[src/rtl/v_noc_pkg.sv]
// Shared NoC types: node ids, port enum, test case bundle, traffic gen helpers.
// Ports: none (package).
package v_noc_pkg;

  localparam int NODE_X_W      = 4;
  localparam int NODE_Y_W      = 4;
  localparam int DEVICE_PORT_W = 2;
  localparam int TXN_ID_W      = 8;
  localparam int QOS_VALUE_W   = 4;
  localparam int FLIT_DATA_W   = 128;
  localparam int TIMEOUT_W     = 16;

  typedef struct packed {
    logic [DEVICE_PORT_W-1:0] device_port;
    logic [NODE_Y_W-1:0]      y;
    logic [NODE_X_W-1:0]      x;
  } node_id_t;

  typedef enum logic [2:0] {
    PORT_L = 3'd0,
    PORT_N = 3'd1,
    PORT_E = 3'd2,
    PORT_S = 3'd3,
    PORT_W = 3'd4
  } io_port_t;

  typedef struct packed {
    node_id_t                 src_id;
    node_id_t                 tgt_id;
    io_port_t                 look_ahead_routing;
    logic [TXN_ID_W-1:0]      txn_id;
    logic [QOS_VALUE_W-1:0]   qos_value;
    logic [FLIT_DATA_W-1:0]   flit_data;
    logic [TIMEOUT_W-1:0]     timeout_threshold;
    logic [63:0]              mcycle_when_generated;
  } test_case_t;

  typedef enum logic [1:0] {
    TG_IDLE  = 2'd0,
    TG_RUN   = 2'd1,
    TG_DRAIN = 2'd2,
    TG_DONE  = 2'd3
  } traffic_gen_state_e;

  localparam logic [31:0] TRAFFIC_GEN_LFSR_TAPS = 32'h80200003;

  // XY dimension-order routing, first hop out of the source router.
  function automatic io_port_t xy_first_hop(node_id_t src, node_id_t tgt);
    io_port_t p;
    p = PORT_L;
    if (tgt.x > src.x)      p = PORT_E;
    else if (tgt.x < src.x) p = PORT_W;
    else if (tgt.y > src.y) p = PORT_N;
    else if (tgt.y < src.y) p = PORT_S;
    return p;
  endfunction

endpackage

[src/rtl/v_lfsr32.sv]
// 32-bit right-shifting Galois LFSR with enable and loadable seed.
// Ports: clk, rst (sync, high), en_i, seed_i[31:0], state_o[31:0].
module v_lfsr32
  import v_noc_pkg::*;
(
  input  logic        clk,
  input  logic        rst,
  input  logic        en_i,
  input  logic [31:0] seed_i,
  output logic [31:0] state_o
);

  logic [31:0] lfsr_q;
  logic [31:0] lfsr_d;

  always_comb begin
    lfsr_d = lfsr_q;
    if (en_i) begin
      lfsr_d = {1'b0, lfsr_q[31:1]}
             ^ (lfsr_q[0] ? TRAFFIC_GEN_LFSR_TAPS : 32'h0);
    end
  end

  always_ff @(posedge clk) begin
    if (rst) lfsr_q <= seed_i;
    else     lfsr_q <= lfsr_d;
  end

  assign state_o = lfsr_q;

endmodule

[src/rtl/v_traffic_gen.sv]
// Synthetic NoC traffic source feeding v_sender's test-generator port.
// Ports: clk, rst (sync, high), start_i, node_id_i, mcycle_i[63:0],
//   new_test_vld_o, new_test_o, new_test_rdy_i, issued_cnt_o[15:0], done_o.
// Option: TRAFFIC_GEN_SELF_TARGET_EN allows targets equal to own node.
module v_traffic_gen
  import v_noc_pkg::*;
#(
  parameter int          MESH_X            = 4,
  parameter int          MESH_Y            = 4,
  parameter int          TEST_NUM          = 64,
  parameter int          INJECT_RATE       = 128,
  parameter logic [31:0] LFSR_SEED         = 32'h1,
  parameter int          TIMEOUT_THRESHOLD = 256
) (
  input  logic        clk,
  input  logic        rst,
  input  logic        start_i,
  input  node_id_t    node_id_i,
  input  logic [63:0] mcycle_i,
  output logic        new_test_vld_o,
  output test_case_t  new_test_o,
  input  logic        new_test_rdy_i,
  output logic [15:0] issued_cnt_o,
  output logic        done_o
);

  // Mesh sizes are powers of two, so masking is a mod.
  localparam logic [NODE_X_W-1:0] XMASK = NODE_X_W'(MESH_X - 1);
  localparam logic [NODE_Y_W-1:0] YMASK = NODE_Y_W'(MESH_Y - 1);
  localparam logic [31:0]         TN    = 32'(TEST_NUM);

  traffic_gen_state_e state_q;
  logic [31:0]        gen_cnt_q;
  logic               vld_q;
  test_case_t         entry_q;
  logic [15:0]        issued_q;
  logic               done_q;

  logic [31:0] lfsr;
  logic        lfsr_en;
  node_id_t    tgt;
  logic        entry_ok;
  logic        hit;
  logic        hs;
  logic        load;
  test_case_t  entry_d;

  assign lfsr_en = (state_q == TG_RUN);

  v_lfsr32 u_lfsr (
    .clk     (clk),
    .rst     (rst),
    .en_i    (lfsr_en),
    .seed_i  (LFSR_SEED),
    .state_o (lfsr)
  );

  always_comb begin
    tgt      = '0;
    tgt.x    = lfsr[8 +: NODE_X_W] & XMASK;
    tgt.y    = lfsr[16 +: NODE_Y_W] & YMASK;
    entry_ok = 1'b1;
`ifndef TRAFFIC_GEN_SELF_TARGET_EN
    if (tgt.x == node_id_i.x && tgt.y == node_id_i.y) begin
      // A 1-wide mesh has no neighbour to shift onto.
      if (MESH_X == 1) entry_ok = 1'b0;
      else tgt.x = (node_id_i.x + NODE_X_W'(1)) & XMASK;
    end
`endif
  end

  // 9-bit compare so a rate of 256 always hits.
  assign hit  = ({1'b0, lfsr[7:0]} < 9'(INJECT_RATE)) && entry_ok;
  assign hs   = vld_q && new_test_rdy_i;
  assign load = (state_q == TG_RUN) && hit
             && (!vld_q || new_test_rdy_i) && (gen_cnt_q < TN);

  always_comb begin
    entry_d                       = '0;
    entry_d.src_id                = node_id_i;
    entry_d.tgt_id                = tgt;
    entry_d.look_ahead_routing    = xy_first_hop(node_id_i, tgt);
    entry_d.txn_id                = gen_cnt_q[TXN_ID_W-1:0];
    entry_d.qos_value             = lfsr[31 -: QOS_VALUE_W];
    entry_d.flit_data             = FLIT_DATA_W'({gen_cnt_q, lfsr});
    entry_d.timeout_threshold     = TIMEOUT_W'(TIMEOUT_THRESHOLD);
    entry_d.mcycle_when_generated = mcycle_i;
  end

  always_ff @(posedge clk) begin
    if (rst) begin
      state_q   <= TG_IDLE;
      gen_cnt_q <= '0;
      vld_q     <= 1'b0;
      entry_q   <= '0;
      issued_q  <= '0;
      done_q    <= 1'b0;
    end else begin
      if (hs && issued_q != 16'hFFFF) issued_q <= issued_q + 16'd1;
      if (load) begin
        entry_q   <= entry_d;
        vld_q     <= 1'b1;
        gen_cnt_q <= gen_cnt_q + 32'd1;
      end else if (hs) begin
        vld_q <= 1'b0;
      end
      unique case (state_q)
        TG_IDLE: begin
          if (start_i) begin
            if (TEST_NUM == 0) begin
              state_q <= TG_DONE;
              done_q  <= 1'b1;
            end else begin
              state_q <= TG_RUN;
            end
          end
        end
        TG_RUN: begin
          if (load && (gen_cnt_q + 32'd1 == TN)) state_q <= TG_DRAIN;
        end
        TG_DRAIN: begin
          if (hs) begin
            state_q <= TG_DONE;
            done_q  <= 1'b1;
          end
        end
        TG_DONE: done_q <= 1'b1;
        default: state_q <= TG_IDLE;
      endcase
    end
  end

  assign new_test_vld_o = vld_q;
  assign new_test_o     = entry_q;
  assign issued_cnt_o   = issued_q;
  assign done_o         = done_q;

endmodule

[config.mk]
export PLATFORM = sky130hd
export DESIGN_NAME = v_traffic_gen
export DESIGN_NICKNAME = d
export VERILOG_FILES = /design/src/rtl/v_noc_pkg.sv /design/src/rtl/v_lfsr32.sv /design/src/rtl/v_traffic_gen.sv
export SDC_FILE = /design/constraint.sdc
export NUM_CORES = 1
export LEC_CHECK = 0
export ABC_AREA = 1
export CORE_ASPECT_RATIO = 1.75
export CORE_MARGIN = 1.5
export CORE_UTILIZATION = 48
export DETAILED_ROUTE_END_ITERATION = 10
export GPL_TIMING_DRIVEN = 1
export PLACE_DENSITY = 0.86
export SYNTH_ARGS = -nofsm -noshare
export SYNTH_HDL_FRONTEND = slang
export SYNTH_SLANG_ARGS = --single-unit
[constraint.sdc]
create_clock -name clk -period 4.15 [get_ports clk]
set_clock_uncertainty 0.1 [all_clocks]
set_input_delay 0.83 -clock clk [delete_from_list [all_inputs] [get_ports clk]]
set_output_delay 0.83 -clock clk [all_outputs]
set_load 0.01 [all_outputs]
==> flow_summary.yaml <==
route:
  drc: 0
  met2_length_mm: 12.0
  routed_via_density: 4.88
  first_pass_iters: 4
  antenna_left: 0
  wl_per_cell_um: 14.2
  routedLengthMet1_mm: 8.56
  met3WireLength_mm: 1.38
  routed.top_layer: "met5"
  drtIter0Drc: 370
  routed_wl_mm: 22.8
  vias: 7850
setup_path:
  start_kind: "primary input"
  cp_max_fo: 3
  cp.arrival_ns: 3.05
  critPathKind: "primary input to register"
  crit_required_ns: 4.42
  critPathCaptureType: "register"
layout:
  syn_to_final_growth_pct: 31.7
  multi_input_area_mm2: 0.00340
  final_cell_mix: "clkdlybuf4s50_1, nor2_1, dfxtp_1, o21ai_0, inv_1"
  diodes: 0
  nFillCells: 1559
  drive_above_1_share_pct: 3.64
  layout_commonest_cell: "clkdlybuf4s50_1"
  final-seq-area_mm2: 0.00456
  fin_nets: 1448
  final_area_mm2: 0.0119
timing:
  slew_violations: 0
  finalSetupTns_ns: 0
  post-route-period-util_pct: 66.8
  hold_viol: 0
  fin_worst_hold_slack_ns: 0.325
  fmax_ghz: 0.360
  worst_slew_pin_slew_ns: 0.945
  setup_viol_count_final: 0
  fin_ws_ns: 1.38
  rsz0062_at_grt: "no"
  max_slew_margin_pct: 37.0
  period_needed_ns: 2.77
clock_tree:
  cts_sinks: 228
  cts.clk_slew.worst_paths_ns: 0.07
  insertion_delay_ns: 0.50
  cts-resized-gates: 0
  ctsHoldBuffers: 0
  numCtsBuffers: 20
  htreeDepth: 1
  cts_root_buf: "clkbuf_16"
  cts_tree: "yes"
  clockBufferDepth: 3
  postCtsSetupRepairBufs: 0
grt:
  grt-ovfl-total: 0
  grt_pass1_wl_mm: 36.1
  grt_max_degree: 101
  grt_pass1_vias: 7315
  grtUsageTotal_pct: 22.5
  antenna_found_initial: 1
power:
  power.leakage_nw: 4.81
  vdd_ir_drop_max_mv: 0.511
  powerDensity_mw_per_mm2: 721
yosys:
  avgSynthCellArea_um2: 7.86
  synth_cell_types: 28
  yosysWarnings: 0
  ys_seq_area_share_pct: 50.6
  synthesis.instances: 1148
  synth-seq-cells: 228
  synthesis.area_mm2: 0.00902
worst_hold_path:
  holdCritPathClass: "register to register"
placed_design:
  gp_congestion: 0.845
  place_area_mm2: 0.0113
  hpwl_mm: 16.2
  place_ws_ns: 0.858
  io_buffers: 253
floorplanning:
  die_area_mm2: 0.0197
  pin_count: 339
  die_x_um: 107
  initial_core_util_pct: 48.8
  die_h_um: 184
  rows: 66
  coreArea_mm2: 0.0185
flow_run:
  maxCapViolCount: 0
run_status:
  status: "complete, no violations"
## per-layer routing
metal / vias up / track usage (%)
met1: 3598 / 24.2
li1: 3902 / -
met5: - / 0
met3: 59 / 4.10
met4: 2 / 9.07
met2: 289 / 42.5
## state kept, by name (all words and copies together) (netlist names)
register / cells
new_test_o: 144
issued_cnt_o: 16
gen_cnt_q: 32
u_lfsr.state_o: 32
state_q: 2
new_test_vld_o: 1
done_o: 1
## cell type report
type                            count  share of cell area, %
Tap cell                          238                   2.51
Clock inverter                      9                  0.537
Timing Repair Buffer              264                   22.1
Multi-Input combinational cell    745                   28.6
Clock buffer                       25                   4.62
Sequential cell                   228                   38.4
Inverter                          101                   3.23
## report_power, final
group / total (mW) / switching, mW / leakage, nW / internal [mW]
registers: 3.35 / 0.428 / 1.86 / 2.92
logic: 3.47 / 1.86 / 2.64 / 1.60
clock network: 1.75 / 0.805 / 0.310 / 0.949
## synth_stat cells
master    number  area (µm²)
a211oi_1       4        30.0
a21oi_1       90         450
a31oi_1        1        6.26
and3_1        20         125
buf_2         12        60.1
buf_4        106         796
clkbuf_1      40         150
conb_1         1        3.75
dfxtp_1      228        4560
ha_1          10         125
inv_1        100         375
inv_2          1        3.75
nand2_1       86         323
nand2_2        2        12.5
nand3_1       14        70.1
nand3b_1       1        7.51
nand4_1       10        62.6
nor2_1       240         901
nor2_2         1        6.26
nor3_1         4        20.0
nor3b_1        1        7.51
nor4_1         3        18.8
o21a_1         2        15.0
o21ai_0      141         706
o21ai_1       22         110
o31ai_1        1        7.51
xnor2_1        2        17.5
xor2_1         5        43.8
## worst max-delay path: stages
cell and delay [ns]:
clkdlybuf4s50_1 0.45, inv_1 0.05, ha_1 0.30, nand3_1 0.10, inv_1 0.05, nand3_1 0.11, inv_1 0.06, o21ai_0 0.19
inv_1 0.07, ha_1 0.29, inv_1 0.06, nor2_1 0.03, o21ai_0 0.20, nor2_1 0.10, o31ai_1 0.07, a21oi_1 0.09
## per-stage QoR
step	cells	power [mW]	utilization, %
final	1610	8.57	64.2
after global routing	1610	9.13	64.2
after CTS	1610	8.64	64.2
after detailed placement	1576	6.86	60.9
after global placement	1576	6.75	60.9
after floorplan	1232	5.24	-
## path summary, 6_finish.rpt
kind	start	to	slack [ns]	depth (start not counted)
worst max-delay path	node_id_i[5]	new_test_o[221]	1.38	16
worst min-delay path	gen_cnt_q[26]	gen_cnt_q[26]	0.33	2
worst max register to register	state_q[1]	state_q[1]	1.64	14
worst min register to register	gen_cnt_q[26]	gen_cnt_q[26]	0.33	2
## logic make-up after synthesis
group / Yosys count / share of synthesized area [%]
xor gates and xnor gates: 7 / 0.680
and+or+nand+nor: 382 / 17.2
other: 1 / 0.0416
buffers and inverters: 259 / 15.4
AOI/OAI and AO/OA: 261 / 14.7
DFF: 228 / 50.6
adders and majority gates: 10 / 1.39
No activity file was read; power rests on OpenSTA's default activity.
